**src/rtl/rf_write_arbiter.sv**
```systemverilog
// Round-robin arbiter for the register-file write port, with a bulk-clear
// sequencer that writes CLR_VALUE to x1..x(2**ADDR_W-1), one register per cycle.
module rf_write_arbiter #(
  parameter int                NUM_REQ   = 3,
  parameter int                XLEN      = 32,
  parameter int                ADDR_W    = 5,
  parameter logic [XLEN-1:0]   CLR_VALUE = '0
) (
  input  logic                      clk,
  input  logic                      reset,
  input  logic [NUM_REQ-1:0]        req_valid,
  input  logic [NUM_REQ*ADDR_W-1:0] req_rd,
  input  logic [NUM_REQ*XLEN-1:0]   req_data,
  output logic [NUM_REQ-1:0]        req_ready,
  input  logic                      clear_start,
  output logic                      clear_busy,
  output logic                      clear_done,
  output logic                      rf_we,
  output logic [ADDR_W-1:0]         rf_rd,
  output logic [XLEN-1:0]           rf_wdata
);

  localparam int                PW       = (NUM_REQ > 1) ? $clog2(NUM_REQ) : 1;
  localparam logic [ADDR_W-1:0] LAST_REG = '1;

  typedef enum logic {IDLE, CLEAR} state_t;

  state_t            state, state_nxt;
  logic [PW-1:0]     ptr, ptr_nxt, grant_idx;
  logic              found;
  logic              we_nxt, done_nxt;
  logic [ADDR_W-1:0] rd_nxt;
  logic [XLEN-1:0]   wdata_nxt;

  logic [ADDR_W-1:0] rd_arr   [NUM_REQ];
  logic [XLEN-1:0]   data_arr [NUM_REQ];

  for (genvar g = 0; g < NUM_REQ; g++) begin : g_unpack
    assign rd_arr[g]   = req_rd[g*ADDR_W +: ADDR_W];
    assign data_arr[g] = req_data[g*XLEN +: XLEN];
  end

  // First valid requester at or after ptr, wrapping around.
  always_comb begin : arb
    logic [PW-1:0] cand;
    // NOTE: every combinational output gets a default first, so no path
    // through the block leaves a value unassigned and infers a latch.
    found     = 1'b0;
    grant_idx = '0;
    cand      = '0;
    for (int k = 0; k < NUM_REQ; k++) begin
      cand = PW'((int'(ptr) + k) % NUM_REQ);
      if (!found && req_valid[cand]) begin
        found     = 1'b1;
        grant_idx = cand;
      end
    end
  end

  // Grant is suppressed while clearing, on a clear request, and under reset.
  always_comb begin
    req_ready = '0;
    if (!reset && state == IDLE && !clear_start && found)
      req_ready[grant_idx] = 1'b1;
  end

  assign clear_busy = (state == CLEAR);

  always_comb begin
    state_nxt = state;
    ptr_nxt   = ptr;
    we_nxt    = 1'b0;
    done_nxt  = 1'b0;
    rd_nxt    = rf_rd;
    wdata_nxt = rf_wdata;
    case (state)
      IDLE: begin
        if (clear_start) begin
          state_nxt = CLEAR;
          we_nxt    = 1'b1;
          rd_nxt    = ADDR_W'(1);
          wdata_nxt = CLR_VALUE;
        end else if (found) begin
          ptr_nxt   = (int'(grant_idx) == NUM_REQ - 1) ? '0 : grant_idx + 1'b1;
          rd_nxt    = rd_arr[grant_idx];
          wdata_nxt = data_arr[grant_idx];
          // Writes to x0 are accepted but never reach the register file.
          we_nxt    = (rd_arr[grant_idx] != '0);
        end
      end
      CLEAR: begin
        wdata_nxt = CLR_VALUE;
        if (rf_rd == LAST_REG) begin
          state_nxt = IDLE;
          done_nxt  = 1'b1;
        end else begin
          we_nxt = 1'b1;
          rd_nxt = rf_rd + 1'b1;
        end
      end
      default: state_nxt = IDLE;
    endcase
  end

  // NOTE: state is updated with non-blocking assignments only, so every
  // flop samples the pre-edge values computed above.
  always_ff @(posedge clk) begin
    if (reset) begin
      state      <= IDLE;
      ptr        <= '0;
      rf_we      <= 1'b0;
      rf_rd      <= '0;
      rf_wdata   <= '0;
      clear_done <= 1'b0;
    end else begin
      state      <= state_nxt;
      ptr        <= ptr_nxt;
      rf_we      <= we_nxt;
      rf_rd      <= rd_nxt;
      rf_wdata   <= wdata_nxt;
      clear_done <= done_nxt;
    end
  end

endmodule

```
**config.mk**
```make
export PLATFORM = sky130hd
export DESIGN_NAME = rf_write_arbiter
export DESIGN_NICKNAME = d
export VERILOG_FILES = /design/src/rtl/rf_write_arbiter.sv
export SDC_FILE = /design/constraint.sdc
export NUM_CORES = 1
export LEC_CHECK = 0
export BUFFER_PORTS_ARGS = -buffer_cell sky130_fd_sc_hd__buf_4
export CORE_AREA = 4 4 68 101
export DETAILED_ROUTE_END_ITERATION = 6
export DIE_AREA = 0 0 72 105
export HOLD_SLACK_MARGIN = 0.03
export PLACE_DENSITY = 0.86
export REMOVE_ABC_BUFFERS = 1
export SYNTH_ARGS = -nofsm -noshare
export SYNTH_HDL_FRONTEND = slang
export SYNTH_SLANG_ARGS = --single-unit
```
**constraint.sdc**
```tcl
create_clock -name clk -period 3.7 [get_ports clk]
set_input_delay 0.185 -clock clk [delete_from_list [all_inputs] [get_ports clk]]
set_output_delay 0.185 -clock clk [all_outputs]
set_load 0.05 [all_outputs]
```
Word level (Yosys, flattened, before mapping)
Index checks and enable logic that the tools add are counted.
- flip-flop bits (word level): 42
- output and inout bits: 43
- equal/unequal tests: 4
- mux-type cells: 36
- div/mod/pow operators: 3
- reduce and logical (&&, ||, !) cells: 14
- bitwise logic cells: 3
- add/sub/neg operators: 4
- $lt $le $gt $ge: 6
- operators with widths (operator ; number):
    $mux 32 ; 4
    $bmux 32 s2 ; 1
    $mod 32x3->32 const B ; 2
    $pmux 32 s2 ; 1
    $mod 3x3->32 const B ; 1
    $mux 5 ; 5
    $lt 2x3->1 const B ; 4
    $mux 1 ; 12
    $bmux 5 s2 ; 1
    $pmux 5 s2 ; 1
    $mux 2 ; 4
    $bmux 1 s2 ; 3
    $logic_and 1x1->1 ; 6
    $add 5x1->5 const B ; 1
    $eq 5x5->1 const B ; 1
    $reduce_bool 5->1 ; 1
    $logic_not 1->1 ; 4
    $pmux 1 s2 ; 2
    $add 2x1->3 const B ; 1
    $add 2x2->3 const B ; 1
    $ge 3x3->1 const B ; 1
    $mux 3 ; 1
    $ne 3x3->1 const B ; 1
    $not 2->3 ; 1
    other kinds (9) ; 10

Longest topological paths before layout
Gate-level depths: netlist (run 1).
- depth in word-level cells: 18
- depth in mapped cells: 12

Worst setup path after synthesis (run 1)
Ideal clock, no wire load.
- path type: reg2out
- start: register ptr[0]
- end: output req_ready[1]
- arrival: 3.309 ns
- cell stages (with the launch flop): 11
- data required time: 3.515 ns
- setup slack: 0.206 ns
- path through: dfxtp_1 -> inv_1 -> ha_1 -> buf_2 -> and3b_1 -> o21bai_2 -> a21o_1 -> and2_1 -> buf_2 -> buf_2 -> nor4_1
- word-level cells in the longest chain between the ends: 15
- elaborated cells between the ends (all ways): 28
- those cells by class: add/sub (2); div (3); order compare (2); mux (15); reduce/logical (6)
- RTL lines (element ; RTL line ; RTL):
    start: declaration ; 29 ; logic [PW-1:0] ptr, ptr_nxt, grant_idx;
    start signal: assignment ; 117 ; ptr <= ptr_nxt;
    branches (longest 14 deep; another with $mod 32x3->32) ; n/a ;
    $mux 3 (*) ; 63 ; if (!reset && state == IDLE && !clear_start && found)
    end: declaration ; 14 ; output logic [NUM_REQ-1:0] req_ready,
Every way passes the cells marked *. The select of a mux whose other input is x is not followed.

Worst setup path after layout (run 1)
- start: register ptr[0]
- end: output req_ready[0]
The elaborated chain is that of the path after synthesis.

==> results of run 1 <==
cells in the mapped netlist, drive strengths merged:
master | n | share of area, %
nand2b | 2 | 0.49
buf | 9 | 1.8
nor2b | 3 | 0.73
or3 | 3 | 0.73
inv | 4 | 0.59
a2111o | 1 | 0.44
nand4b | 4 | 1.4
mux2 | 2 | 1.0
a21o | 2 | 0.59
o21a | 1 | 0.29
and2 | 2 | 0.49
o21bai | 1 | 0.44
nand3b | 1 | 0.29
clkbuf | 14 | 2.1
o22ai | 1 | 0.24
o41a | 1 | 0.44
o21ai | 11 | 2.2
ha | 6 | 2.9
or2 | 1 | 0.24
a21oi | 38 | 7.4
nor3 | 3 | 0.59
o31ai | 1 | 0.29
a22o | 32 | 11
a31oi | 2 | 0.49
a211o | 1 | 0.34
nand3 | 1 | 0.20
a21boi | 1 | 0.29
nor2 | 51 | 7.5
nor3b | 2 | 0.78
and3b | 1 | 0.34
mux2i | 38 | 15
nand2 | 8 | 1.2
nor4 | 2 | 0.49
and3 | 5 | 1.2
a221oi | 1 | 0.34
a311oi | 4 | 1.4
dfxtp | 42 | 33
o211ai | 1 | 0.29
xor2 | 1 | 0.34
metal layers:
layer	routed length, um	track usage, %	vias up
met5	0	0	-
met4	134	8.199	0
met3	541	4.139	12
met2	4212	36.91	108
met1	2887	20.92	1256
li1	-	-	1411
final timing paths:
check | from | endpoint | slack, ns
setup / recovery | ptr[0] | req_ready[0] | 0.38
setup reg to reg | ptr[0] | rf_rd[3] | 0.62
hold reg to reg | rf_wdata[24] | rf_wdata[24] | 0.48
hold / removal | reset | rf_rd[3] | 0.18
layout make-up:
class	count	area, sq um	share of cell area, %
clock inverter	1	30.03	0.7695
inverter	4	15.01	0.3847
tap	74	92.59	2.373
multi-input combinational	235	1618	41.46
clock buffer	6	82.58	2.116
sequential	42	840.8	21.55
timing repair buffer	163	1224	31.36
cells by family after synthesis:
kind of cell / after synthesis
xor gates and xnor gates: 1
adders and majority gates: 6
muxes: 40
AOI/OAI and AO/OA: 99
and+or+nand+nor: 89
buffers and inverters: 27
DFF: 42
sequential cells by signal, indices dropped and copies added, names as in the netlist:
signal / count
rf_wdata: 32
rf_rd: 5
ptr: 2
clear_busy: 1
clear_done: 1
rf_we: 1
power by group through the flow:
stage	Combinational, uW	Clock [uW]	Sequential [uW]
finish	778	367	527
global route	836	396	533
CTS	782	377	527
detailed placement	780	0	536
global placement	765	0	535
floorplan	394	0	676
through the flow:
stage          util (%)  TNS [ns]  instance area [sq um]  instances
2_1_floorplan         -    -14.64                   2460        281
3_3_place_gp      62.71         0                   3790        518
3_5_place_dp      62.71         0                   3790        518
4_1_cts           64.58         0                   3902        525
5_1_grt           64.58         0                   3902        525
6_report          64.58         0                   3902        525
==> impl_metrics.yaml, run 1 <==
run_status:
  status: "finished clean"
critical_path:
  cp.arrival_ns: 3.13
  worstPathCellList: "inv_1, ha_1, o21ai_0, a21o_1, nand2_1, and2_2, buf_4, and3_1, buf_4"
  cp_slowest_cell: "ha_1"
  worstSetupStartpointType: "flop"
  critPathTopFamily: "simple AND/OR/NAND/NOR gates"
  critical_path_buf_inv_count: 3
  required_ns: 3.51
  end_kind: "primary output"
  crit_top_cell: "buf_4"
  reg2reg_depth: 9
  crit_path_max_fanout: 27
  critical_path_depth: 9
  critPathKind: "flop to primary output"
  worst_path_largest_cell_delay_ns: 0.51
sta:
  fmax_mhz: 301.6
  relSlewSlack_pct: 51.71
  worst_slew_pin_slew_ns: 0.7227
  finalSetupViolCount: 0
  min_period_ns: 3.315
  timing.hold.ws_ns: 0.1830
  setup_slack_ns: 0.3847
  fin_crit_sh_pct: 89.60
  slew_violations: 0
  hold_viol: 0
  rsz0062_at_grt: "no"
  skew_ns: 0.01191
synthesis:
  synth_top_family_by_area: "compound AO/OA/AOI/OAI gates"
  muxShareOfSynthArea_pct: 16.39
  synth_simple_gate_area_share_pct: 16.63
  synth_compound_area_share_pct: 26.42
  synth_adder_area_share_pct: 2.935
  yosysWarningCount: 0
  syn_area_per_cell_sq_um: 8.413
  syn-cell-area_sq_um: 2557
  yosys.cell_types.count: 43
  synthXorXnorAreaFrac_pct: 0.3425
  ys_seq_area_share_pct: 32.88
  synth_seq_cells: 42
  syn_inst: 304
cts:
  postCtsResizedCells: 0
  post_cts_buffers: 0
  clockBufferDepth: 2
  numCtsBuffers: 5
  cts_tree: "built"
  clk_latency_ns: 0.29
  hold_buffers: 0
  clkSlewWorstSetupHoldPaths_ns: 0.09
  numClockSinks: 42
  cts-root-buf: "clkbuf_8"
  h-tree-depth: 2
hold_path:
  min_path_type: "input port to flop"
  worstHoldPathCells: 2
power_and_ir_drop:
  vdd_drop_max_v: 0.0002676
  p_per_area_nw_per_um2: 428.4
  combPwrFrac_pct: 46.5
  swShare_pct: 38.02
  p_clk_share_pct: 22.0
  p_int_uw: 1036
  seqPwrFrac_pct: 31.5
  p_leak_uw: 0.002009
  fin_total_pwr_uw: 1672
  p_sw_uw: 635.7
global_route:
  grt_pass1_vias: 2677
  grt_antenna_before_repair: 0
  grt_overflow_total: 0
  track_usage_pct: 19.86
  grt_max_degree: 39
  grt_first_pass_wirelength_um: 12210
layout:
  antennaDiodeCount: 0
  layout_common_cells: "buf_4 (163), nor2_1 (48), dfxtp_1 (42)"
  drive_above_1_share_pct: 39.47
  area_growth_pct: 52.59
  nFillCells: 527
  layout_commonest_cell: "buf_4"
  layout.nets: 574
route:
  drtIter0Drc: 118
  vias_per_cell: 5.309
  post_drt_wl_per_cell_um: 14.81
  drt_pass1_iterations: 4
  wl_um: 7776
  vias: 2787
  route.detailed.drc: 0
  ant_nets: 0
floorplanning:
  die_width_um: 72
  floorplan.initialDensity_pct: 42.32
  core_area_sq_um: 6043
  io_pins: 160
  die_y_um: 105
  num_rows: 35
  die-area_sq_um: 7560
placed_design:
  gp_congestion: 0.8183
  port-buffer-count: 159
  place_ws_ns: 0.6295
  hpwl_um: 6150
flow_run:
  maxCapViolations: 0
No activity file was read; power rests on OpenSTA's default activity.
==> run 2: changes to the inputs <==
- PLACE_DENSITY: 0.86 -> 0.89
==> run 2 against run 1 <==
Die area stayed put. Sequential cell count stayed put. Power is 1.1% lower. Clock skew is 0.0032 ns lower. Wire length is 5.3% higher. Setup slack worse by 0.10 ns. Clock-buffer cell count is 2 higher.
==> impl_metrics.yaml, run 2 (synthesis gave the netlist of run 1 again) <==
global_route:
  grt_pass1_vias: 2951
  track_usage_pct: 21.03
  grt_antenna_before_repair: 0
  grt_max_degree: 50
  grt_overflow_total: 0
  grt_first_pass_wirelength_um: 12990
placed_design:
  port-buffer-count: 159
  hpwl_um: 6439
  gp_congestion: 0.7901
  placed_cell_area_sq_um: 3797
sta:
  worst_slew_pin_slew_ns: 0.8637
  hold_viol: 0
  slew_violations: 0
  finalSetupViolCount: 0
  rsz0062_at_grt: "no"
  tns_ns: 0
  skew_ns: 0.008703
  min_period_ns: 3.419
  relSlewSlack_pct: 42.42
  fmax_mhz: 292.5
  fin_crit_sh_pct: 92.41
layout:
  biggestRegsByFlops: "rf_wdata: 32 flops, rf_rd: 5 flops, ptr: 2 flops"
  fin_area_sq_um: 3908
  layout.nets: 575
  antennaDiodeCount: 0
  area_growth_pct: 52.79
  drive_above_1_share_pct: 39.74
  regMostFlops: "rf_wdata"
  largest_reg_flops: 32
  layout_commonest_cell: "buf_4"
  layout_common_cells: "buf_4 (164), nor2_1 (48), dfxtp_1 (42)"
floorplanning:
  core_area_sq_um: 6043
  floorplan.initialDensity_pct: 42.32
  die_width_um: 72
  io_pins: 160
  num_rows: 35
  die-area_sq_um: 7560
  die_y_um: 105
cts:
  cts-root-buf: "clkbuf_8"
  hold_buffers: 0
  clockBufferDepth: 2
  h-tree-depth: 2
  clkSlewWorstSetupHoldPaths_ns: 0.08
  postCtsResizedCells: 0
  clk_latency_ns: 0.28
  cts_tree: "built"
  numClockSinks: 42
  post_cts_buffers: 0
  numCtsBuffers: 5
hold_path:
  min_path_type: "input port to flop"
  hp-start: "reset"
route:
  wl_um: 8189
  post_drt_wl_per_cell_um: 15.54
  drt_pass1_iterations: 4
  ant_nets: 0
  drtIter0Drc: 126
  route.detailed.drc: 0
  vias_per_cell: 5.490
  vias: 2893
power_and_ir_drop:
  p_per_area_nw_per_um2: 423.4
  vdd_drop_max_v: 0.0002388
  p_leak_uw: 0.002013
run_status:
  status: "finished clean"
critical_path:
  worstSetupStartpointType: "flop"
  crit_path_max_fanout: 30
  reg2reg_from: "ptr[0]"
  critPathKind: "flop to primary output"
  critical_path.startpoint: "ptr[0]"
  end_kind: "primary output"
  cp.arrival_ns: 3.23
  required_ns: 3.51
flow_run:
  maxCapViolations: 0
## run 2: cell count changes in the layout (fill, tap and decap cells not counted)
cell       delta
buf_4         +1
clkbuf_8      +2
bufinv_16     -1
## run 2: area by class of cell
| class | instances | area [sq um] |
|---|---|---|
| Timing Repair Buffer | 164 | 1231 |
| Sequential cell | 42 | 840.8 |
| Clock buffer | 8 | 110.1 |
| Fill cell | 533 | 2136 |
| Inverter | 4 | 15.01 |
| Multi-Input combinational cell | 235 | 1618 |
| Tap cell | 74 | 92.59 |
## run 2: final timing paths
path	end	slack, ns	depth (start not counted)
setup / recovery	req_ready[0]	0.28	9
hold / removal	rf_rd[4]	0.19	2
setup reg to reg	rf_wdata[1]	0.55	10
hold reg to reg	rf_wdata[14]	0.48	1
## run 2: where the power goes
group          switching (uW)  internal [uW]  leakage (uW)
combinational             461            327       0.00161
sequential               31.6            496      0.000344
clock                     151            188     0.0000575
total                     643           1010       0.00201
## run 2: stage by stage
step / utilization, % / hold slack (ns) / worst slack, ns / cells / power [uW]
CTS: 64.66 / 0.1773 / 0.2886 / 527 / 1666
global placement: 62.84 / 0.4608 / 0.7175 / 519 / 1304
floorplan: - / 0.2541 / -0.8887 / 281 / 1070
finish: 64.66 / 0.1882 / 0.2809 / 527 / 1654
global route: 64.66 / 0.1738 / 0.01485 / 527 / 1747
detailed placement: 62.84 / 0.4622 / 0.5891 / 519 / 1324
## run 2: worst max-delay path: stages, from the launching register on
cell      delay (ns)
dfxtp_1         0.34
inv_1           0.09
ha_1            0.31
and3b_1         0.33
o21bai_2        0.20
a21o_1          0.15
and2_2          0.73
buf_4           0.39
and3_1          0.21
buf_4           0.20
## run 2: per-layer routing
layer / global-route usage [%] / routed length (um)
met5: 0 / 0
met1: 21.75 / 2919
met4: 9.543 / 257
met3: 4.812 / 581
met2: 38.82 / 4431
==> run 3: changes to the inputs <==
- SETUP_SLACK_MARGIN: not set -> 0.5
==> run 3 against run 2 <==
Combinational power up 5.0%. Fmax up 12%. Clock skew about the same. Wire length up 6.6%. Clock power about the same. Sequential share of layout area down 0.31 points. Final cell count up 0.76%. Core utilization up 0.93 points. Clock-buffer cell count unchanged. Register-to-register slack better by 0.20 ns. Critical path type unchanged.
==> impl_metrics.yaml, run 3 (synthesis gave the netlist of run 1 again) <==
critical_path:
  r2r_end: "rf_we"
  crit_path_max_fanout: 49
  required_ns: 3.51
  end_kind: "primary output"
  reg2reg_depth: 8
  cp.arrival_ns: 2.87
  reg2reg_from: "ptr[0]"
  worstSetupStartpointType: "flop"
  ff2ff_setup_slack_ns: 0.75
  critPathKind: "flop to primary output"
layout:
  area_growth_pct: 54.99
  largest_reg_flops: 32
  multiInputGateArea_sq_um: 1652
  layout_common_cells: "buf_4 (165), nor2_1 (48), dfxtp_1 (42)"
  biggestRegsByFlops: "rf_wdata: 32 flops, rf_rd: 5 flops, ptr: 2 flops"
  antennaDiodeCount: 0
  layout.nets: 579
  nFillCells: 530
  regArea_sq_um: 840.8
  regMostFlops: "rf_wdata"
  drive_above_1_share_pct: 40.70
  layout_commonest_cell: "buf_4"
route:
  vias: 2946
  route.detailed.drc: 0
  post_drt_wl_per_cell_um: 16.45
  drt_pass1_iterations: 4
  ant_nets: 0
  drtIter0Drc: 161
  wl_um: 8733
  vias_per_cell: 5.548
placed_design:
  place_ws_ns: 0.5891
  port-buffer-count: 159
  hpwl_um: 6439
  gp_congestion: 0.7901
cts:
  cts_tree: "built"
  numClockSinks: 42
  numCtsBuffers: 5
  h-tree-depth: 2
  clockBufferDepth: 2
  clk_latency_ns: 0.28
  cts-root-buf: "clkbuf_8"
  clkSlewWorstSetupHoldPaths_ns: 0.08
  hold_buffers: 0
run_status:
  status: "finished clean"
global_route:
  track_usage_pct: 22.34
  grt_antenna_before_repair: 0
  grt_pass1_vias: 3043
  grt_overflow_total: 0
  grt_max_degree: 50
  grt_first_pass_wirelength_um: 13660
floorplanning:
  die_y_um: 105
  floorplan.initialDensity_pct: 42.32
  core_area_sq_um: 6043
  die_width_um: 72
  die-area_sq_um: 7560
  num_rows: 35
  io_pins: 160
sta:
  relSlewSlack_pct: 67.42
  rsz0062_at_grt: "no"
  tns_ns: 0
  timing.hold.ws_ns: 0.1891
  skew_ns: 0.008631
  worst_slew_pin_slew_ns: 0.4886
  slew_violations: 0
  min_period_ns: 3.052
  hold_viol: 0
  setup_slack_ns: 0.6476
  finalSetupViolCount: 0
  fin_crit_sh_pct: 82.50
  fmax_mhz: 327.6
hold_path:
  worstHoldPathCells: 2
  min_delay_worst_endpoint: "rf_rd[4]"
  hp-start: "reset"
  min_path_type: "input port to flop"
power_and_ir_drop:
  p_leak_uw: 0.002034
  p_per_area_nw_per_um2: 427.2
  fin_total_pwr_uw: 1693
  vdd_drop_max_v: 0.0002407
flow_run:
  maxCapViolations: 0
## run 3: worst max-delay path by stage
stage | from | endpoint | slack, ns | cells after the start
floorplan | ptr[0] | req_ready[2] | -0.89 | 6
global placement | ptr[1] | req_ready[0] | 0.72 | 9
detailed placement | ptr[0] | rf_wdata[1] | 0.59 | 10
CTS | ptr[0] | req_ready[0] | 0.53 | 9
global route | ptr[0] | req_ready[0] | 0.50 | 8
finish | ptr[0] | req_ready[0] | 0.65 | 8
## run 3: timing repair
item                                   in CTS  in global routing
setup endpoints to repair                   1                  1
cloned                                      2                  0
setup buffers                               0                  2
pin swaps                                   1                  1
endpoints found under the hold margin       0                  0
resized for setup                           4                  3
## run 3: through the flow
step / instance area [sq um] / std cells / util, %
global route: 3964 / 531 / 65.59
CTS: 3944 / 529 / 65.26
floorplan: 2460 / 281 / -
detailed placement: 3797 / 519 / 62.84
global placement: 3797 / 519 / 62.84
finish: 3964 / 531 / 65.59
## run 3: power by group
| part | switching [uW] | leakage [uW] | internal, uW | total [uW] |
|---|---|---|---|---|
| Clock | 151 | 0.0000575 | 189 | 340 |
| Combinational | 483 | 0.00163 | 343 | 826 |
| Sequential | 31.5 | 0.000344 | 496 | 528 |
## run 3: worst max-delay path: stages, from the launching register on
cell and delay [ns]:
dfxtp_1 0.39, inv_1 0.08, ha_1 0.51, mux2i_4 0.36, a311oi_4 0.19, nor2_4 0.32
buf_8 0.31, and3_1 0.21, buf_4 0.20
## run 3: area by class of cell
cell class | count | share of cell area (%)
well taps | 74 | 2.336
multi-input cells | 237 | 41.67
flip-flops and latches | 42 | 21.21
repair buffers | 166 | 31.63
inverters | 4 | 0.3788
clock buffers | 8 | 2.778
## run 3: per-layer routing
| metal | vias up | GRT usage [%] | routed length, um |
|---|---|---|---|
| met5 | - | 0 | 0 |
| met1 | 1380 | 22.99 | 3145 |
| met4 | 0 | 9.543 | 182 |
| li1 | 1420 | - | - |
| met3 | 18 | 4.909 | 574 |
| met2 | 128 | 41.78 | 4830 |
